===== src/rtl/mem_access_pkg.sv =====
// rtl/mem_access_pkg.sv - bexkat1 instruction types and memory-stage enums for mem_access
package mem_access_pkg;

    typedef enum logic [3:0] {
        T_INH, T_PUSH, T_POP, T_CMP, T_MOV, T_FP, T_ALU, T_INT,
        T_LDI, T_LOAD, T_STORE, T_BRANCH, T_JUMP, T_INTU, T_FPU
    } insn_type_t;

    typedef enum logic [1:0] {MS_WORD, MS_HALF, MS_BYTE} memsize_t;

    typedef enum logic {S_IDLE, S_BUS} memstate_t;

    localparam int IR_TYPE_LSB = 28;
    localparam int IR_OP_LSB   = 24;

    // ir_op[1:0] == 3 is treated as a word access
    function automatic memsize_t op_to_size(input logic [1:0] op);
        case (op)
            2'd1:    return MS_HALF;
            2'd2:    return MS_BYTE;
            default: return MS_WORD;
        endcase
    endfunction

endpackage


===== src/rtl/mem_access_lane.sv =====
// rtl/mem_access_lane.sv - big-endian byte-lane select, store replication and load extract
module mem_lane
    import mem_access_pkg::*;
(
    input  memsize_t    size,
    input  logic [1:0]  lo,
    input  logic [31:0] st_data,
    input  logic [31:0] ld_raw,
    output logic [3:0]  sel,
    output logic [31:0] st_lanes,
    output logic [31:0] ld_data
);

    always_comb begin
        sel      = 4'b1111;
        st_lanes = st_data;
        ld_data  = ld_raw;
        case (size)
            MS_HALF: begin
                sel      = lo[1] ? 4'b0011 : 4'b1100;
                st_lanes = {2{st_data[15:0]}};
                ld_data  = {16'h0000, lo[1] ? ld_raw[15:0] : ld_raw[31:16]};
            end
            MS_BYTE: begin
                sel      = 4'b1000 >> lo;
                st_lanes = {4{st_data[7:0]}};
                case (lo)
                    2'd0:    ld_data = {24'h0, ld_raw[31:24]};
                    2'd1:    ld_data = {24'h0, ld_raw[23:16]};
                    2'd2:    ld_data = {24'h0, ld_raw[15:8]};
                    default: ld_data = {24'h0, ld_raw[7:0]};
                endcase
            end
            default: ;
        endcase
    end

endmodule


===== src/rtl/mem_access.sv =====
// rtl/mem_access.sv - bexkat1 memory stage; optional bus timeout via MEM_ACCESS_TIMEOUT_EN
module mem_access
    import mem_access_pkg::*;
#(
    parameter int TIMEOUT = 16,
    parameter int CNT_W   = 5
) (
    input  logic        clk_i,
    input  logic        rst_i,
    input  logic [63:0] ir_i,
    input  logic [31:0] pc_i,
    input  logic [31:0] result_i,
    input  logic [31:0] reg_data1_i,
    input  logic [1:0]  reg_write_i,
    input  logic        halt_i,
    output logic        stall_o,
    output logic [63:0] ir_o,
    output logic [31:0] pc_o,
    output logic [31:0] result_o,
    output logic [1:0]  reg_write_o,
    output logic        halt_o,
    output logic        fault_o,
    output logic        bus_cyc_o,
    output logic        bus_stb_o,
    output logic        bus_we_o,
    output logic [31:0] bus_adr_o,
    output logic [3:0]  bus_sel_o,
    output logic [31:0] bus_dat_o,
    input  logic [31:0] bus_dat_i,
    input  logic        bus_ack_i,
    input  logic        bus_err_i
);

    memstate_t   state_q;
    memsize_t    size_q;
    logic [1:0]  lo_q;
    insn_type_t  ir_type;
    logic        is_mem;
    logic        timeout;
    logic        abort;
    logic        done;
    memsize_t    lane_size;
    logic [1:0]  lane_lo;
    logic [3:0]  lane_sel;
    logic [31:0] lane_st;
    logic [31:0] lane_ld;

    // Elaboration-time guard: the counter must be able to reach TIMEOUT
    if (2 ** CNT_W <= TIMEOUT) begin : g_cnt_w_too_small
    end

    assign ir_type = insn_type_t'(ir_i[IR_TYPE_LSB +: 4]);
    assign is_mem  = (ir_type == T_LOAD) || (ir_type == T_STORE);

    // Idle: lanes come from the incoming op; on the bus: from the latched op
    assign lane_size = (state_q == S_IDLE) ? op_to_size(ir_i[IR_OP_LSB +: 2]) : size_q;
    assign lane_lo   = (state_q == S_IDLE) ? result_i[1:0] : lo_q;

    mem_lane u_lane (
        .size     (lane_size),
        .lo       (lane_lo),
        .st_data  (reg_data1_i),
        .ld_raw   (bus_dat_i),
        .sel      (lane_sel),
        .st_lanes (lane_st),
        .ld_data  (lane_ld)
    );

`ifdef MEM_ACCESS_TIMEOUT_EN
    logic [CNT_W-1:0] cnt_q;
    assign timeout = (state_q == S_BUS) && (cnt_q == CNT_W'(TIMEOUT - 1))
                     && !bus_ack_i && !bus_err_i;
`else
    assign timeout = 1'b0;
`endif

    assign abort   = bus_err_i || timeout;
    assign done    = bus_ack_i || abort;
    assign stall_o = rst_i && ((state_q == S_IDLE) ? is_mem : !done);

    always_ff @(posedge clk_i) begin
        if (!rst_i) begin
            state_q     <= S_IDLE;
            size_q      <= MS_WORD;
            lo_q        <= '0;
            ir_o        <= '0;
            pc_o        <= '0;
            result_o    <= '0;
            reg_write_o <= '0;
            halt_o      <= 1'b0;
            fault_o     <= 1'b0;
            bus_cyc_o   <= 1'b0;
            bus_stb_o   <= 1'b0;
            bus_we_o    <= 1'b0;
            bus_adr_o   <= '0;
            bus_sel_o   <= '0;
            bus_dat_o   <= '0;
`ifdef MEM_ACCESS_TIMEOUT_EN
            cnt_q       <= '0;
`endif
        end else begin
            fault_o <= 1'b0;
            case (state_q)
                S_IDLE: begin
                    if (is_mem) begin
                        ir_o        <= '0;
                        reg_write_o <= '0;
                        halt_o      <= 1'b0;
                        bus_cyc_o   <= 1'b1;
                        bus_stb_o   <= 1'b1;
                        bus_we_o    <= (ir_type == T_STORE);
                        bus_adr_o   <= {result_i[31:2], 2'b00};
                        bus_sel_o   <= lane_sel;
                        bus_dat_o   <= lane_st;
                        size_q      <= lane_size;
                        lo_q        <= result_i[1:0];
                        state_q     <= S_BUS;
`ifdef MEM_ACCESS_TIMEOUT_EN
                        cnt_q       <= '0;
`endif
                    end else begin
                        ir_o        <= ir_i;
                        pc_o        <= pc_i;
                        result_o    <= result_i;
                        reg_write_o <= reg_write_i;
                        halt_o      <= halt_i;
                    end
                end
                S_BUS: begin
`ifdef MEM_ACCESS_TIMEOUT_EN
                    cnt_q <= cnt_q + CNT_W'(1);
`endif
                    if (done) begin
                        ir_o      <= ir_i;
                        pc_o      <= pc_i;
                        halt_o    <= halt_i;
                        bus_cyc_o <= 1'b0;
                        bus_stb_o <= 1'b0;
                        state_q   <= S_IDLE;
                        if (abort) begin
                            reg_write_o <= '0;
                            result_o    <= result_i;
                            fault_o     <= 1'b1;
                        end else begin
                            reg_write_o <= reg_write_i;
                            result_o    <= bus_we_o ? result_i : lane_ld;
                        end
                    end
                end
                default: state_q <= S_IDLE;
            endcase
        end
    end

endmodule


===== config.mk =====
export PLATFORM = sky130hd
export DESIGN_NAME = mem_access
export DESIGN_NICKNAME = d
export VERILOG_FILES = /design/src/rtl/mem_access_pkg.sv /design/src/rtl/mem_access_lane.sv /design/src/rtl/mem_access.sv
export SDC_FILE = /design/constraint.sdc
export NUM_CORES = 1
export LEC_CHECK = 0
export BUFFER_PORTS_ARGS = -buffer_cell sky130_fd_sc_hd__clkbuf_2
export CAP_MARGIN = 10
export CORE_AREA = 2 2 156 158
export CTS_CLUSTER_DIAMETER = 100
export CTS_CLUSTER_SIZE = 14
export DETAILED_ROUTE_END_ITERATION = 12
export DIE_AREA = 0 0 158 160
export PLACE_DENSITY = 0.67
export SLEW_MARGIN = 15
export SYNTH_ARGS = -nofsm -noshare
export SYNTH_HDL_FRONTEND = slang
export SYNTH_SLANG_ARGS = --single-unit

===== constraint.sdc =====
create_clock -name clk_i -period 3.1 [get_ports clk_i]
set_input_delay 0.93 -clock clk_i [delete_from_list [all_inputs] [get_ports clk_i]]
set_output_delay 0.93 -clock clk_i [all_outputs]
set_load 0.1 [all_outputs]

==> impl_metrics.csv, run 1 <==
group,metric,value,unit
status,status,"complete, no violations",
logic_synthesis,synth_xor_xnor_area_share,0.00198,
global_routing,grt_pass1_vias,7737,
power,p_sw_frac,0.385,
logic_synthesis,syn_avg_cell_area,10.0,um^2
placed_design,globalplace.congestion,0.823,
clock_network,cts_tree,"yes",
finish,drive_gt1_frac,0.399,
detailed_routing,drtAntennaViolNets,0,
logic_synthesis,synth_compound_area_frac,0.296,
sta,timing.fmax,0.335,GHz
clock_network,path_clk_slew,70,ps
sta,min_period,2980,ps
detailed_routing,routed_wl,29.4,mm
detailed_routing,vias_per_cell,5.20,
global_routing,antenna_found_initial,0,
finish,fin_util,0.462,
sta,max_slew_margin,0.464,
worst_setup_path,crit_family,"simple AND/OR/NAND/NOR gates",
sta,grt_setup_unrepaired,"no",
logic_synthesis,synth_top_family_by_area,"compound AO/OA/AOI/OAI gates",
logic_synthesis,synth_edf_count,0,
placed_design,dp_cells,1493,
clock_network,cts_root_buffer,"clkbuf_16",
min_path,hold_path_class,"reg2reg",
logic_synthesis,synthArstFlopShare,0,
sta,finalHoldViolations,0,
worst_setup_path,slowest_delay,430,ps
detailed_routing,remaining_drc_errors,0,
detailed_routing,routedWlPerCell,19.4,um
logic_synthesis,synth-adder-area-share,0.00305,
clock_network,cts_sinks,205,
clock_network,clock_path_buffers,3,
worst_setup_path,slowest_stage,"or3b_4",
logic_synthesis,ys.flop_type,"dfxtp_1",
power,clkPwrFrac,0.295,
floorplan,fp.dieH,160,um
logic_synthesis,yosys.area_share.simple,0.135,
clock_network,clkLatencyLatePin,500,ps
power,p_leak,5.17,nW
run,cap_violations,0,
worst_setup_path,startpoint_type,"input port",
floorplan,rows,57,
sta,fin_hold_ws,454,ps
floorplan,io_pins,403,
power,powerDensity,634,mW/mm^2
worst_setup_path,path_cells,"clkbuf_2 -> or3b_4 -> o21ai_4 -> and2_4 -> buf_12",
detailed_routing,vias,7863,
power,irDropWorstVdd,0.380,mV
detailed_routing,firstDrtPassIters,5,
sta,min_period_over_period,0.962,
power,seqPwrFrac,0.415,
clock_network,cts_hold_buffers,0,
floorplan,die_area,0.0253,mm^2
logic_synthesis,syn_inst,820,
finish,final_cell_count_no_fill,1513,
sta,fin_worst_skew,13.9,ps
power,power_switching,2.69,mW
worst_setup_path,critical_path_class,"in2out",
finish,antennaDiodeCount,0,
logic_synthesis,synth_cell_types,50,
global_routing,grt_pass1_wl,44.0,mm
power,p_int,4.29,mW
logic_synthesis,ys.warnings.count,0,
floorplan,start_util,0.345,
floorplan,core-area,0.0238,mm^2
detailed_routing,first_iter_violations,553,
logic_synthesis,synthMuxAreaShare,0.0128,
clock_network,cts_setup_buffers,0,
power,comb_power_share,0.291,
floorplan,die_w,158,um
sta,worstMarginPinSlew,803,ps
worst_setup_path,crit_buf_inv,2,
worst_setup_path,worstPathMaxFanout,4,
worst_setup_path,end_kind,"output port",
finish,fin_nets,1390,
global_routing,grt_max_degree,66,
worst_setup_path,crit_arrival,2050,ps
worst_setup_path,crit_required,2170,ps
placed_design,port_buffers,400,
global_routing,grt.total_usage,0.221,
sta,setup_tns,0,ps
clock_network,cts_max_level,1,
global_routing,globalRouteOverflowTotal,0,
logic_synthesis,ys_ff_latch,205,
sta,slew_viol_final,0,
clock_network,post_cts_resized,0,
finish,area_growth,33.9,%
clock_network,cts_buffers,18,
placed_design,hpwl,22.0,mm
logic_synthesis,synth-seq-area-share,0.500,
logic_synthesis,synth.cell_area,0.00821,mm^2
sta,setup_viol,0,
## per-layer routing
layer | wire [um] | global-route usage
met1 | 11100 | 0.244
met2 | 14700 | 0.400
met3 | 2720 | 0.0695
met4 | 862 | 0.0700
met5 | 0 | 0
## power groups by stage
stage,Combinational (mW),Clock [mW],Sequential [mW]
2_1_floorplan,0.409,0,4.11
3_3_place_gp,2.03,0,2.95
3_5_place_dp,2.04,0,2.95
4_1_cts,2.04,2.11,2.89
5_1_grt,2.11,2.19,2.91
6_report,2.03,2.06,2.89
## worst reg2reg max path: cells and delay by family, from the launching register on
kind	cells	cell delay [ps]
adders and majority gates	1	250
DFF	1	530
buffers and inverters	1	290
AOI/OAI and AO/OA	3	800
and+or+nand+nor	1	490
## sequential cells by signal, summed over array words and instances, names as in the netlist
register and flops:
bus_we_o 1, bus_sel_o 4, lo_q 2, ir_o 64
bus_dat_o 32, result_o 32, halt_o 1, fault_o 1
bus_stb_o 1, pc_o 32, reg_write_o 2, size_q 2
bus_adr_o 30, state_q 1
## logic make-up after synthesis
family / after synthesis
adder cells (fa/ha/maj): 2
AO/OA/AOI/OAI: 300
flip-flops: 205
other: 1
buffers and inverters: 83
AND/OR/NAND/NOR: 218
multiplexers: 10
XOR/XNOR: 1
## per-stage QoR
step           setup slack, ps  power (mW)  cell area, um^2
4_1_cts                    114        7.04            11000
3_3_place_gp               131        4.98            10500
6_report                   117        6.98            11000
5_1_grt                   68.6        7.22            11000
3_5_place_dp               126        4.99            10500
2_1_floorplan             27.3        4.52             8220
## area by class of cell
class | instances | area [um^2]
Timing Repair Buffer | 427 | 2280
Fill cell | 2371 | 12800
Sequential cell | 205 | 4100
Tap cell | 324 | 405
Clock buffer | 19 | 475
Multi-Input combinational cell | 533 | 3710
Inverter | 4 | 15.0
Clock inverter | 1 | 7.51
## path summary, 6_finish.rpt
kind,end,depth (start not counted),slack (ps),startpoint
max reg2reg,result_o[3],6,700,state_q
max,stall_o,5,120,ir_i[31]
min reg2reg,bus_adr_o[10],2,450,bus_adr_o[10]
min,bus_adr_o[10],2,450,bus_adr_o[10]
## synth_stat cells, drive strengths merged (2+ instances only)
library cell  count  share of area
dfxtp           205           0.50
nand2           105          0.048
a22o             92          0.098
o21ai            47          0.030
a21boi           43          0.039
buf              43          0.033
clkbuf           36          0.016
a21oi            26          0.016
and2             25          0.019
and3             19          0.014
nor2             17         0.0078
nand3            16         0.0097
nor3b            16          0.018
o221a            16          0.022
o2bb2ai          16          0.024
a211oi           11          0.011
nand2b           10         0.0076
a32o              9          0.011
mux2i             9          0.011
a2111o            8          0.011
a2111oi           8         0.0085
a221o             8         0.0097
a22oi             8         0.0073
inv               4         0.0018
or3b              4         0.0046
a31oi             3         0.0023
and3b             3         0.0032
o211a             3         0.0037
ha                2         0.0030
## cell usage in the layout (no fill, tap or decap), types with 2 or more instances in the layout
| cell | instances |
|---|---|
| clkbuf_2 | 398 |
| a21boi_1 | 42 |
| clkbuf_16 | 19 |
| and2_1 | 23 |
| mux2i_1 | 9 |
| a2111o_1 | 8 |
| a22o_1 | 92 |
| nor2_1 | 16 |
| buf_4 | 22 |
| o2bb2ai_1 | 7 |
| a221o_1 | 8 |
| a21oi_1 | 25 |
| inv_1 | 4 |
| or3b_1 | 3 |
| o221a_1 | 16 |
| nor3b_2 | 5 |
| a211oi_1 | 10 |
| nor3b_1 | 11 |
| o2bb2ai_2 | 9 |
| a32o_1 | 9 |
| a2111oi_0 | 8 |
| a31oi_1 | 3 |
| o21ai_0 | 32 |
| buf_12 | 6 |
| o21ai_1 | 14 |
| o211a_1 | 3 |
| a22oi_1 | 8 |
| dfxtp_1 | 205 |
| nand2b_1 | 9 |
| conb_1 | 2 |
| nand3_1 | 16 |
| and3_1 | 18 |
| and3b_1 | 3 |
| nand2_1 | 105 |
Note: power is estimated with default switching activity, not from simulation.
==> run 2, diff against run 1 <==
ABC_AREA = 1   (was default)
==> run 2 against run 1 <==
Combinational power is essentially flat. First-iteration DRC count shrank 2.7%. Routed wire length shrank 2.4%. Total power shrank 0.20%. Global-route usage shrank 0.42 points. Worst hold slack lost 7.5 ps. Sequential cell count is the same. Critical path type unchanged. Largest cell class unchanged.
==> impl_metrics.csv, run 2 <==
group,metric,value,unit
finish,final_common_cell,"clkbuf_2",
logic_synthesis,synth_top_cell_area_share,0.501,
sta,slew_viol_final,0,
finish,fin_util,0.456,
floorplan,start_util,0.344,
run,cap_violations,0,
detailed_routing,vias_per_cell,4.84,
logic_synthesis,syn_inst,1075,
logic_synthesis,syn_avg_cell_area,7.61,um^2
clock_network,clock_path_buffers,3,
sta,min_period_over_period,0.955,
logic_synthesis,ys.flop_type,"dfxtp_1",
clock_network,post_cts_resized,0,
clock_network,cts_setup_buffers,0,
power,irDropWorstVdd,0.427,mV
clock_network,cts_hold_buffers,0,
sta,setup_tns,0,ps
clock_network,cts_buffers,18,
finish,largest_reg_flops,64,
logic_synthesis,synthMuxAreaShare,0,
floorplan,io_pins,403,
worst_setup_path,crit_arrival,2030,ps
logic_synthesis,ys_ff_latch,205,
clock_network,cts_sinks,205,
finish,layout_common_cells,"clkbuf_2, nand2_1, dfxtp_1",
status,status,"complete, no violations",
logic_synthesis,synth.most_common_cell,"nand2_1",
global_routing,grt_pass1_vias,8001,
clock_network,clkLatencyLatePin,500,ps
global_routing,grt.total_usage,0.217,
power,powerDensity,641,mW/mm^2
detailed_routing,firstDrtPassIters,5,
logic_synthesis,synth-adder-area-share,0.00306,
worst_setup_path,worstPathMaxFanout,3,
global_routing,grt_max_degree,102,
detailed_routing,vias,8523,
global_routing,globalRouteOverflowTotal,0,
min_path,hold_path_class,"reg2reg",
sta,max_slew_margin,0.334,
clock_network,cts_max_level,1,
logic_synthesis,ys.warnings.count,0,
clock_network,cts_root_buffer,"clkbuf_16",
sta,worstMarginPinSlew,1000,ps
logic_synthesis,synth_edf_count,0,
floorplan,die_w,158,um
finish,area_growth,32.7,%
logic_synthesis,yosys.area_share.simple,0.239,
logic_synthesis,synth_area_leaders,"dfxtp_1, nand2_1, a21oi_1",
finish,fill_cells,2484,
finish,top_register,"ir_o",
finish,final_cell_count_no_fill,1760,
logic_synthesis,synth_top_cell_by_area,"dfxtp_1",
detailed_routing,first_iter_violations,538,
detailed_routing,remaining_drc_errors,0,
logic_synthesis,synth_top_family_by_area,"simple AND/OR/NAND/NOR gates",
logic_synthesis,synth.cell_area,0.00818,mm^2
sta,setup_viol,0,
worst_setup_path,critical_path_class,"in2out",
floorplan,die_area,0.0253,mm^2
finish,antennaDiodeCount,0,
finish,drive_gt1_frac,0.325,
logic_synthesis,synth_xor_xnor_area_share,0,
sta,fin_hold_ws,446,ps
sta,grt_setup_unrepaired,"no",
placed_design,port_buffers,400,
logic_synthesis,synth_common_cells,"nand2_1, dfxtp_1, a21oi_1",
detailed_routing,routedWlPerCell,16.3,um
sta,min_period,2960,ps
placed_design,pre_cts_slack,128,ps
finish,fin_nets,1637,
clock_network,cts_tree,"yes",
logic_synthesis,synth_cell_types,32,
floorplan,fp.dieH,160,um
logic_synthesis,synth-seq-area-share,0.501,
clock_network,path_clk_slew,60,ps
logic_synthesis,synthArstFlopShare,0,
floorplan,core-area,0.0238,mm^2
detailed_routing,drtAntennaViolNets,0,
logic_synthesis,synth_compound_area_frac,0.185,
worst_setup_path,end_kind,"output port",
worst_setup_path,crit_required,2170,ps
floorplan,rows,57,
worst_setup_path,startpoint_type,"input port",
sta,timing.fmax,0.338,GHz
placed_design,dp_cells,1740,
global_routing,antenna_found_initial,2,
power,p_leak,5.46,nW
sta,finalHoldViolations,0,
sta,setup_ws,140,ps
global_routing,grt_pass1_wl,43.4,mm
placed_design,globalplace.congestion,0.865,
detailed_routing,routed_wl,28.7,mm
sta,fin_worst_skew,16.3,ps
placed_design,hpwl,21.4,mm
run 2: cell types whose count changed after synthesis, moves of 21 or more:
cell,before,now
a21boi_1,42,0
a21oi_1,25,90
a22o_1,92,0
a22oi_1,8,56
and2_1,24,0
inv_1,4,37
nand2_1,105,349
nand3_1,16,37
nor2_1,17,79
o21ai_0,32,72
run 2: kinds of logic (layout without fill, tap and decap cells):
kind of cell,count (synthesis),count (layout)
AO/OA/AOI/OAI,259,259
adder cells (fa/ha/maj),2,2
buffers and inverters,122,482
flip-flops,205,205
other,1,2
AND/OR/NAND/NOR,486,486
run 2: through the flow:
step	total power, mW	area (um^2)
floorplan	4.52	8190
global placement	4.95	10400
detailed placement	4.97	10400
CTS	7.04	10900
global route	7.25	10900
finish	6.96	10900
run 2: critical path: stages:
cell,delay [ps]
clkbuf_2,90
inv_1,40
nor2_1,190
nand2_1,150
nand2_4,130
nor2_8,40
inv_2,40
nand2_1,110
inv_2,130
buf_12,170
run 2: layout make-up:
class	count	area (um^2)	share of cell area
Inverter	44	169	0.0156
Tap cell	324	405	0.0373
Clock inverter	1	7.51	0.000691
Clock buffer	19	475	0.0438
Multi-Input combinational cell	749	3510	0.323
Sequential cell	205	4100	0.378
Timing Repair Buffer	418	2190	0.202
run 2: where the power goes:
part	total (mW)	internal, mW	switching (mW)	leakage, nW
clock network	2.06	1.08	0.977	0.234
logic	2.02	0.360	1.66	3.53
registers	2.89	2.80	0.0891	1.69
run 2: final timing paths:
path / from / end / slack [ps] / depth (start not counted)
min: pc_o[27] / pc_o[27] / 450 / 2
max: ir_i[31] / stall_o / 140 / 10
min reg2reg: pc_o[27] / pc_o[27] / 450 / 2
max reg2reg: state_q / result_o[9] / 380 / 10
run 2: routing by layer:
| layer | track usage | routed length, um |
|---|---|---|
| met1 | 0.270 | 11800 |
| met2 | 0.369 | 13600 |
| met3 | 0.0545 | 2400 |
| met4 | 0.0659 | 782 |
| met5 | 0 | 27 |
==> run 3, diff against run 2 <==
clock period = 2.65 ns   (was 3.1 ns; I/O delays follow)
==> run 3 against run 2 <==
Combinational power is 18% higher. First-iteration DRC count increased by 1.3%. Sequential power up 17%. Clock skew fell by 3.7 ps. Clock-buffer cell count unchanged. Largest cell class unchanged.
==> impl_metrics.csv, run 3 (synthesis results as in run 2) <==
group,metric,value,unit
status,status,"complete, no violations",
finish,drive_gt1_frac,0.331,
worst_setup_path,crit_buf_inv,5,
placed_design,hpwl,21.3,mm
worst_setup_path,slowest_delay,180,ps
clock_network,cts_sinks,205,
clock_network,clkLatencyLatePin,500,ps
floorplan,io_pins,403,
min_path,hold_path_class,"reg2reg",
clock_network,cts_tree,"yes",
finish,register_area,0.00411,mm^2
finish,largest_reg_flops,64,
detailed_routing,vias,8559,
finish,layout_common_cells,"clkbuf_2, nand2_1, dfxtp_1",
finish,fill_cells,2491,
placed_design,port_buffers,400,
detailed_routing,routed_wl,28.8,mm
worst_setup_path,crit_family,"simple AND/OR/NAND/NOR gates",
finish,final_cell_count_no_fill,1767,
detailed_routing,drtAntennaViolNets,0,
floorplan,rows,57,
power,p_leak,5.50,nW
global_routing,antenna_found_initial,2,
clock_network,cts_hold_buffers,0,
sta,worstMarginPinSlew,702,ps
detailed_routing,first_iter_violations,545,
worst_setup_path,worstPathMaxFanout,3,
worst_setup_path,path_common_cell,"inv_2",
detailed_routing,firstDrtPassIters,5,
power,irDropWorstVdd,0.359,mV
finish,area_growth,33.9,%
floorplan,fp.dieH,160,um
worst_setup_path,end_kind,"output port",
global_routing,globalRouteOverflowTotal,0,
placed_design,dp_cells,1746,
worst_setup_path,path_cells,"buf_4 -> inv_2 -> nor3_2 -> nand2_1 -> nand2_4 -> nor2_8 -> inv_2 -> nand2_2 -> inv_2 -> buf_12",
clock_network,cts_max_level,1,
worst_setup_path,startpoint_type,"input port",
worst_setup_path,crit_required,1860,ps
global_routing,grt_pass1_vias,7989,
clock_network,path_clk_slew,60,ps
finish,final_common_cell,"clkbuf_2",
clock_network,clock_path_buffers,3,
floorplan,die_w,158,um
worst_setup_path,critical_path_class,"in2out",
floorplan,die_area,0.0253,mm^2
sta,fin_worst_skew,12.6,ps
floorplan,start_util,0.344,
sta,timing.fmax,0.390,GHz
placed_design,place_area,0.0104,mm^2
finish,multi_input_area,0.00351,mm^2
run,cap_violations,0,
sta,min_period,2560,ps
detailed_routing,routedWlPerCell,16.3,um
detailed_routing,vias_per_cell,4.84,
sta,max_slew_margin,0.532,
global_routing,grt_max_degree,103,
sta,setup_viol,0,
floorplan,core-area,0.0238,mm^2
clock_network,cts_buffers,18,
clock_network,cts_root_buffer,"clkbuf_16",
finish,fin_nets,1644,
worst_setup_path,slowest_stage,"buf_12",
sta,setup_tns,0,ps
finish,top_register,"ir_o",
finish,design_area,0.0110,mm^2
sta,finalHoldViolations,0,
placed_design,globalplace.congestion,0.893,
global_routing,grt.total_usage,0.217,
power,powerDensity,746,mW/mm^2
global_routing,grt_pass1_wl,43.8,mm
finish,antennaDiodeCount,0,
sta,min_period_over_period,0.967,
sta,slew_viol_final,0,
worst_setup_path,crit_arrival,1770,ps
detailed_routing,remaining_drc_errors,0,
[run 3: cell count changes in the layout (fill, tap and decap cells not counted), sizes merged]
cell,before,now
buf,19,27
clkbuf,418,417
[run 3: layer usage]
layer | up-vias | track usage | routed length, um
met5 | - | 0 | 29
met4 | 4 | 0.0504 | 595
met3 | 49 | 0.0570 | 2630
met2 | 360 | 0.379 | 13800
met1 | 3888 | 0.266 | 11700
li1 | 4258 | - | -
[run 3: report_power, final]
part,internal (mW),leakage [nW],switching [mW]
Combinational,0.439,3.58,1.95
Sequential,3.27,1.69,0.101
Clock,1.27,0.234,1.15
Total,4.98,5.50,3.20
[run 3: area by class of cell]
| type | instances | area share |
|---|---|---|
| flip-flops and latches | 205 | 0.375 |
| multi-input cells | 749 | 0.320 |
| repair buffers | 425 | 0.208 |
| clock buffers | 19 | 0.0434 |
| well taps | 324 | 0.0370 |
| inverters | 44 | 0.0154 |
| clock inverters | 1 | 0.000685 |
[run 3: worst paths after layout]
kind / start / to / slack [ps] / depth (start not counted)
max: ir_i[28] / stall_o / 90 / 10
min: pc_o[10] / pc_o[10] / 450 / 2
max reg2reg: state_q / result_o[11] / 290 / 12
min reg2reg: pc_o[10] / pc_o[10] / 450 / 2
[run 3: per-stage QoR]
| step | setup slack (ps) | power (mW) | hold WS, ps | utilization |
|---|---|---|---|---|
| 6_report | 86.3 | 8.18 | 445 | 0.460 |
| 5_1_grt | -0.415 | 8.53 | 463 | 0.460 |
| 4_1_cts | 10.3 | 8.28 | 449 | 0.459 |
| 3_3_place_gp | -11.7 | 5.82 | 427 | 0.438 |
| 2_1_floorplan | 116 | 5.29 | 441 | - |
| 3_5_place_dp | -30.1 | 5.83 | 433 | 0.438 |
[run 3: tightest hold or removal path, cell delays in order (launching register included)]
cell,delay [ps]
dfxtp_1,310
nand2_1,60
nand2_1,40
[run 3: what timing repair did]
action | 4_1_cts | 5_1_grt
gates cloned | 0 | 0
setup buffers | 0 | 1
endpoints found under the setup margin | 1 | 1
pin swaps | 0 | 2
hold endpoints to repair | 0 | 0
gates resized for setup | 3 | 4
